<file path="config.mk">
export PLATFORM = sky130hd
export DESIGN_NAME = vga_sync_decoder
export DESIGN_NICKNAME = d
export VERILOG_FILES = /design/src/rtl/vga_sync_decoder.sv
export SDC_FILE = /design/constraint.sdc
export NUM_CORES = 1
export LEC_CHECK = 0
export ABC_CLOCK_PERIOD_IN_PS = 6700
export BUFFER_PORTS_ARGS = -buffer_cell sky130_fd_sc_hd__buf_2
export CELL_PAD_IN_SITES_DETAIL_PLACEMENT = 1
export CELL_PAD_IN_SITES_GLOBAL_PLACEMENT = 1
export CORE_MARGIN = 5
export CORE_UTILIZATION = 48
export DETAILED_ROUTE_END_ITERATION = 8
export GPL_ROUTABILITY_DRIVEN = 0
export PLACE_DENSITY_LB_ADDON = 0.1
export SYNTH_ARGS = -nofsm -noshare
export SYNTH_HDL_FRONTEND = slang
export SYNTH_SLANG_ARGS = --single-unit
</file>
<file path="constraint.sdc">
create_clock -name clk -period 6.7 [get_ports clk]
set_input_delay 0.335 -clock clk [delete_from_list [all_inputs] [get_ports clk]]
set_output_delay 0.335 -clock clk [all_outputs]
set_load 0.05 [all_outputs]
</file>
<file path="src/rtl/vga_sync_decoder.sv">
// VGA receive-side timing monitor: rebuilds h/v counters from HSync/VSync and locks onto 640x480@60 timing.
// Optional macro VGA_RX_CRC_EN adds a per-frame CRC-16-CCITT over active pixels on output frame_crc.
module vga_sync_decoder #(
    parameter int H_TOTAL     = 800,
    parameter int H_SYNC      = 96,
    parameter int H_ACT_START = 144,
    parameter int H_ACT_END   = 784,
    parameter int V_TOTAL     = 525,
    parameter int V_SYNC      = 2,
    parameter int V_ACT_START = 35,
    parameter int V_ACT_END   = 515,
    parameter int LOCK_FRAMES = 2
) (
    input  logic        clk,
    input  logic        rst_n,
    input  logic        pix_ce,
    input  logic        HSync,
    input  logic        VSync,
    input  logic [7:0]  Red,
    input  logic [7:0]  Green,
    input  logic [7:0]  Blue,
    output logic [9:0]  x,
    output logic [8:0]  y,
    output logic        de,
    output logic [23:0] pix_rgb,
    output logic        line_start,
    output logic        frame_start,
    output logic        locked,
    output logic [7:0]  err_cnt
`ifdef VGA_RX_CRC_EN
    ,
    output logic [15:0] frame_crc
`endif
);

    typedef enum logic [1:0] {ST_UNLOCKED, ST_ACQUIRE, ST_LOCKED} state_t;

    localparam logic [11:0] H_TOTAL_C     = 12'(H_TOTAL);
    localparam logic [11:0] H_SYNC_C      = 12'(H_SYNC);
    localparam logic [10:0] H_ACT_START_C = 11'(H_ACT_START);
    localparam logic [10:0] H_ACT_END_C   = 11'(H_ACT_END);
    localparam logic [10:0] V_TOTAL_C     = 11'(V_TOTAL);
    localparam logic [9:0]  V_SYNC_C      = 10'(V_SYNC);
    localparam logic [9:0]  V_ACT_START_C = 10'(V_ACT_START);
    localparam logic [9:0]  V_ACT_END_C   = 10'(V_ACT_END);
    localparam logic [4:0]  LOCK_FRAMES_C = 5'(LOCK_FRAMES);

    state_t      state, state_nxt;
    logic [3:0]  good_cnt, good_nxt;
    logic [10:0] h_cnt, h_nxt;
    logic [9:0]  v_cnt, v_nxt;
    logic [9:0]  vw_cnt, vw_nxt;
    logic        hs_prev, vs_prev, vs_line_prev;
    logic        err_latch, err_latch_nxt;
    logic        hs_rise, hs_fall, vs_rise, sof, chk_en;
    logic        h_err, hw_err, v_err, vw_err, frame_err, lock_loss;
    logic        de_nxt;

    assign hs_rise = HSync & ~hs_prev;
    assign hs_fall = ~HSync & hs_prev;
    assign vs_rise = VSync & ~vs_prev;
    assign sof     = hs_rise & vs_rise;

    // Timing checks are meaningless until the counters have been aligned by a frame start.
    assign chk_en    = (state != ST_UNLOCKED);
    assign h_err     = chk_en & hs_rise & (({1'b0, h_cnt} + 12'd1) != H_TOTAL_C);
    assign hw_err    = chk_en & hs_fall & (({1'b0, h_cnt} + 12'd1) != H_SYNC_C);
    assign v_err     = chk_en & vs_rise & (~hs_rise | (({1'b0, v_cnt} + 11'd1) != V_TOTAL_C));
    assign vw_err    = chk_en & hs_rise & ~VSync & vs_line_prev & (vw_cnt != V_SYNC_C);
    assign frame_err = h_err | hw_err | v_err | vw_err;

    always_comb begin
        // NOTE: every always_comb output gets a default first so no path can infer a latch.
        h_nxt  = (h_cnt == 11'h7FF) ? h_cnt : h_cnt + 11'd1;
        v_nxt  = v_cnt;
        vw_nxt = vw_cnt;
        if (hs_rise) begin
            h_nxt = '0;
            if (vs_rise)
                v_nxt = '0;
            else if (v_cnt != 10'h3FF)
                v_nxt = v_cnt + 10'd1;
            if (VSync) begin
                if (vs_rise)
                    vw_nxt = 10'd1;
                else if (vw_cnt != 10'h3FF)
                    vw_nxt = vw_cnt + 10'd1;
            end
        end
    end

    always_comb begin
        state_nxt     = state;
        good_nxt      = good_cnt;
        lock_loss     = 1'b0;
        err_latch_nxt = sof ? 1'b0 : (err_latch | frame_err);
        case (state)
            ST_UNLOCKED: begin
                if (sof) begin
                    state_nxt = ST_ACQUIRE;
                    good_nxt  = '0;
                end
            end
            ST_ACQUIRE: begin
                // An error seen on the closing frame_start itself vetoes lock completion.
                if (sof) begin
                    if (err_latch | frame_err) begin
                        good_nxt = '0;
                    end else begin
                        good_nxt = good_cnt + 4'd1;
                        if (({1'b0, good_cnt} + 5'd1) == LOCK_FRAMES_C)
                            state_nxt = ST_LOCKED;
                    end
                end
            end
            ST_LOCKED: begin
                if (frame_err) begin
                    state_nxt = ST_UNLOCKED;
                    lock_loss = 1'b1;
                end
            end
            default: state_nxt = ST_UNLOCKED;
        endcase
    end

    assign de_nxt = (state_nxt == ST_LOCKED) &&
                    (h_nxt >= H_ACT_START_C) && (h_nxt < H_ACT_END_C) &&
                    (v_nxt >= V_ACT_START_C) && (v_nxt < V_ACT_END_C);

    always_ff @(posedge clk or negedge rst_n) begin
        if (!rst_n) begin
            state        <= ST_UNLOCKED;
            good_cnt     <= '0;
            h_cnt        <= '0;
            v_cnt        <= '0;
            vw_cnt       <= '0;
            hs_prev      <= 1'b0;
            vs_prev      <= 1'b0;
            vs_line_prev <= 1'b0;
            err_latch    <= 1'b0;
            x            <= '0;
            y            <= '0;
            de           <= 1'b0;
            pix_rgb      <= '0;
            line_start   <= 1'b0;
            frame_start  <= 1'b0;
            err_cnt      <= '0;
        end else begin
            // NOTE: non-blocking assignments keep every register sampling pre-edge values.
            line_start  <= pix_ce & hs_rise;
            frame_start <= pix_ce & sof;
            if (pix_ce) begin
                state     <= state_nxt;
                good_cnt  <= good_nxt;
                h_cnt     <= h_nxt;
                v_cnt     <= v_nxt;
                vw_cnt    <= vw_nxt;
                hs_prev   <= HSync;
                vs_prev   <= VSync;
                err_latch <= err_latch_nxt;
                if (hs_rise)
                    vs_line_prev <= VSync;
                de      <= de_nxt;
                x       <= de_nxt ? 10'(h_nxt - H_ACT_START_C) : '0;
                y       <= de_nxt ? 9'(v_nxt - V_ACT_START_C) : '0;
                pix_rgb <= {Red, Green, Blue};
                if (lock_loss && (err_cnt != 8'hFF))
                    err_cnt <= err_cnt + 8'd1;
            end
        end
    end

    assign locked = (state == ST_LOCKED);

`ifdef VGA_RX_CRC_EN
    logic [15:0] crc;

    // MSB-first CRC-16-CCITT over R, G, B in one step.
    function automatic logic [15:0] crc_step(input logic [15:0] c, input logic [23:0] d);
        logic [15:0] r;
        logic        fb;
        r = c;
        for (int i = 23; i >= 0; i--) begin
            fb = r[15] ^ d[i];
            r  = {r[14:0], 1'b0};
            if (fb)
                r = r ^ 16'h1021;
        end
        return r;
    endfunction

    always_ff @(posedge clk or negedge rst_n) begin
        if (!rst_n) begin
            crc       <= 16'hFFFF;
            frame_crc <= '0;
        end else if (pix_ce) begin
            if (sof) begin
                frame_crc <= crc;
                crc       <= 16'hFFFF;
            end else if (de_nxt) begin
                crc <= crc_step(crc, {Red, Green, Blue});
            end
        end
    end
`endif

endmodule

</file>
==> results.py <==
metrics = {
    "run_status": {
        "status": "complete, no violations",
    },
    "yosys": {
        "avgSynthCellArea_um2": 9.91,
        "syn-num-nets": 577,
        "ys_seq_area_share_pct": 44.7,
        "synth-seq-cells": 95,
        "synth-edff-count": 0,
        "async_flop_share_pct": 100,
        "yosysUniqueCellTypes": 68,
        "synthFlopType": "dfrtp_1",
        "syn_inst": 537,
        "yosysWarnings": 0,
        "synth_area_um2": 5320,
    },
    "pwr": {
        "swShare_pct": 34.9,
        "seqPwrFrac_pct": 45.8,
        "internal_power_w": 0.000985,
        "leakagePower_nw": 2.72,
        "vdd_ir_drop_max_uv": 217,
        "powerDensity_nw_per_um2": 251,
        "p_total_w": 0.00151,
        "combPwrFrac_pct": 25.0,
        "p_sw_w": 0.000527,
        "power_frac_clock_pct": 29.2,
    },
    "die": {
        "die_area_um2": 13300,
        "die_x_um": 115,
        "core_area_um2": 10800,
        "ios": 84,
        "start_util_pct": 49.1,
        "die_h_um": 115,
        "placementRows": 38,
    },
    "drt": {
        "drtIter0Drc": 154,
        "first_pass_iters": 4,
        "wl_per_cell_um": 18.5,
        "ant_nets": 0,
        "route.detailed.drc": 0,
        "vias": 4380,
        "routed_wl_um": 13800,
        "post_drt_via_cell_ratio": 5.88,
    },
    "sta": {
        "finalCritPeriodShare_pct": 59.7,
        "worstMarginPinSlew_ns": 0.913,
        "whs_ns": 0.179,
        "finalHoldViolations": 0,
        "clock_skew_ns": 0.0130,
        "finalSetupTns_ns": 0,
        "fin_ws_ns": 2.70,
        "rsz0062_at_grt": "no",
        "period_needed_ns": 4.00,
        "drv_slew": 0,
        "max_freq_ghz": 0.250,
        "setup-violations-final": 0,
        "slew_headroom_pct": 39.1,
    },
    "clock_network": {
        "post_cts_buffers": 0,
        "cts_resized": 0,
        "cts_tree": "done",
        "h-tree-depth": 3,
        "cts_buffer_depth": 2,
        "cts_buffers": 9,
        "cts-root-buf": "clkbuf_8",
        "holdBufCountCts": 1,
        "numClockSinks": 95,
        "clk_latency_ns": 0.39,
        "clkTransAtPathRegs_ns": 0.10,
    },
    "cells_and_area": {
        "final_cell_mix": "95 x dfrtp_1, 82 x buf_2, 38 x nor2_1",
        "layout_commonest_cell": "dfrtp_1",
        "nets": 640,
        "num_antenna_cells": 0,
        "seqCellArea_um2": 2380,
        "drive_above_1_share_pct": 24.6,
        "syn_to_final_growth_pct": 13.0,
        "multi_input_comb_area_um2": 2650,
        "fill_cells": 1244,
        "final_cell_area_um2": 6020,
    },
    "hold_path": {
        "min_path_type": "primary input to register",
    },
    "critical_path": {
        "cp-start-kind": "register",
        "critical_path_class": "register to register",
        "cp-end-kind": "register",
        "crit_required_ns": 7.00,
        "path_max_fanout": 20,
        "critPathArrivalTime_ns": 4.30,
    },
    "placement": {
        "placed_cell_area_um2": 5780,
        "pre_cts_ws_ns": 2.72,
        "post-dp-hpwl_um": 9840,
        "port_buffers": 83,
    },
    "grt": {
        "grt_overflow_total": 0,
        "antenna_found_initial": 0,
        "grt_pass1_wl_um": 23600,
        "grt_pass1_vias": 4709,
        "grt_max_degree": 82,
        "grt_use_total_pct": 22.2,
    },
    "flow_run": {
        "drv_cap": 0,
    },
}
## stage by stage
step | std cells | util [%]
2_1_floorplan | 537 | -
6_report | 745 | 55.5
3_5_place_dp | 728 | 53.3
4_1_cts | 745 | 55.5
5_1_grt | 745 | 55.5
3_3_place_gp | 728 | 53.3
## flip-flops by register name, summed over array words and instances, names as in the netlist, 2 cells and up
name and cells:
err_cnt 8, h_cnt 11, good_cnt 4, state 2
x 10, vw_cnt 10, y 9, pix_rgb 24
v_cnt 10
## power by group through the flow
| stage | sequential (W) | clock [W] | combinational [W] |
|---|---|---|---|
| final | 0.000693 | 0.000441 | 0.000378 |
| after floorplan | 0.000732 | 0 | 0.000245 |
| after CTS | 0.000693 | 0.000451 | 0.000383 |
| after detailed placement | 0.000705 | 0 | 0.000379 |
| after global routing | 0.000704 | 0.000469 | 0.000420 |
| after global placement | 0.000699 | 0 | 0.000368 |
## cells in the mapped netlist, types with 3 or more instances
| library cell | number | area, um^2 |
|---|---|---|
| o21ai_0 | 18 | 90.1 |
| nand3_1 | 18 | 90.1 |
| o21bai_1 | 4 | 30.0 |
| mux2i_1 | 4 | 40.0 |
| mux2_2 | 35 | 394 |
| nor2b_1 | 4 | 25.0 |
| nand2_1 | 30 | 113 |
| o22ai_1 | 21 | 131 |
| nor2_1 | 38 | 143 |
| dfrtp_1 | 95 | 2380 |
| nand4_1 | 15 | 93.8 |
| and3b_1 | 3 | 26.3 |
| o41ai_1 | 4 | 35.0 |
| xnor2_1 | 23 | 201 |
| buf_2 | 17 | 85.1 |
| nand2b_1 | 6 | 37.5 |
| a41oi_1 | 6 | 52.6 |
| a31oi_1 | 4 | 25.0 |
| nor4_1 | 4 | 25.0 |
| nor3_1 | 12 | 60.1 |
| o22a_1 | 3 | 26.3 |
| and2_1 | 3 | 18.8 |
| buf_1 | 5 | 18.8 |
| clkbuf_1 | 12 | 45.0 |
| and4_1 | 4 | 35.0 |
| or3_1 | 3 | 18.8 |
| ha_1 | 11 | 138 |
| o21a_1 | 3 | 22.5 |
| xor2_1 | 11 | 96.3 |
| and3_1 | 12 | 75.1 |
| inv_1 | 36 | 135 |
| a32o_1 | 4 | 40.0 |
| a21oi_1 | 21 | 105 |
## cells by family (layout without fill, tap and decap cells)
logic type / after synthesis / in the layout / synth area share, %
buf+inv: 71 / 139 / 5.55
mux: 39 / 39 / 8.16
fa+ha+maj: 11 / 11 / 2.59
xor+xnor: 34 / 34 / 5.59
compound gates: 122 / 122 / 16.9
flops: 95 / 95 / 44.7
simple gates: 165 / 165 / 16.6
## cell type report
class,count,area share [%]
flip-flops and latches,95,39.5
well taps,140,2.91
clock buffers,10,2.29
multi-input cells,371,44.1
clock inverters,6,1.52
repair buffers,87,7.48
inverters,36,2.25
## worst max-delay path, cell delays in order, from the launching register on
cell and delay [ns]:
dfrtp_1 0.53, ha_1 0.37, nand3_1 0.27, or3_1 0.54, a21oi_1 0.32, ha_1 0.21
nand4b_1 0.09, a211oi_1 0.24, a32oi_1 0.14, a32o_1 0.23, a2111o_1 0.60, o32ai_2 0.35
## path summary, 6_finish.rpt
kind / endpoint / from / slack, ns / depth (start not counted)
max in group asynchronous: err_cnt[1] / rst_n / 5.14 / 3
min in group asynchronous: line_start / rst_n / 0.51 / 2
worst max register to register: x[1] / h_cnt[0] / 2.70 / 11
worst max-delay path: x[1] / h_cnt[0] / 2.70 / 11
worst min-delay path: pix_rgb[17] / Red[1] / 0.18 / 2
worst min register to register: vs_line_prev / vs_line_prev / 0.48 / 2
## metal layers
metal	share of wire [%]	wire length, um	global-route usage (%)
met1	45	6150	28.3
met3	4.9	681	4.47
met2	49	6770	37.8
met4	1.5	210	7.20
met5	0	0	0
Power figures use the tool's default switching activity.
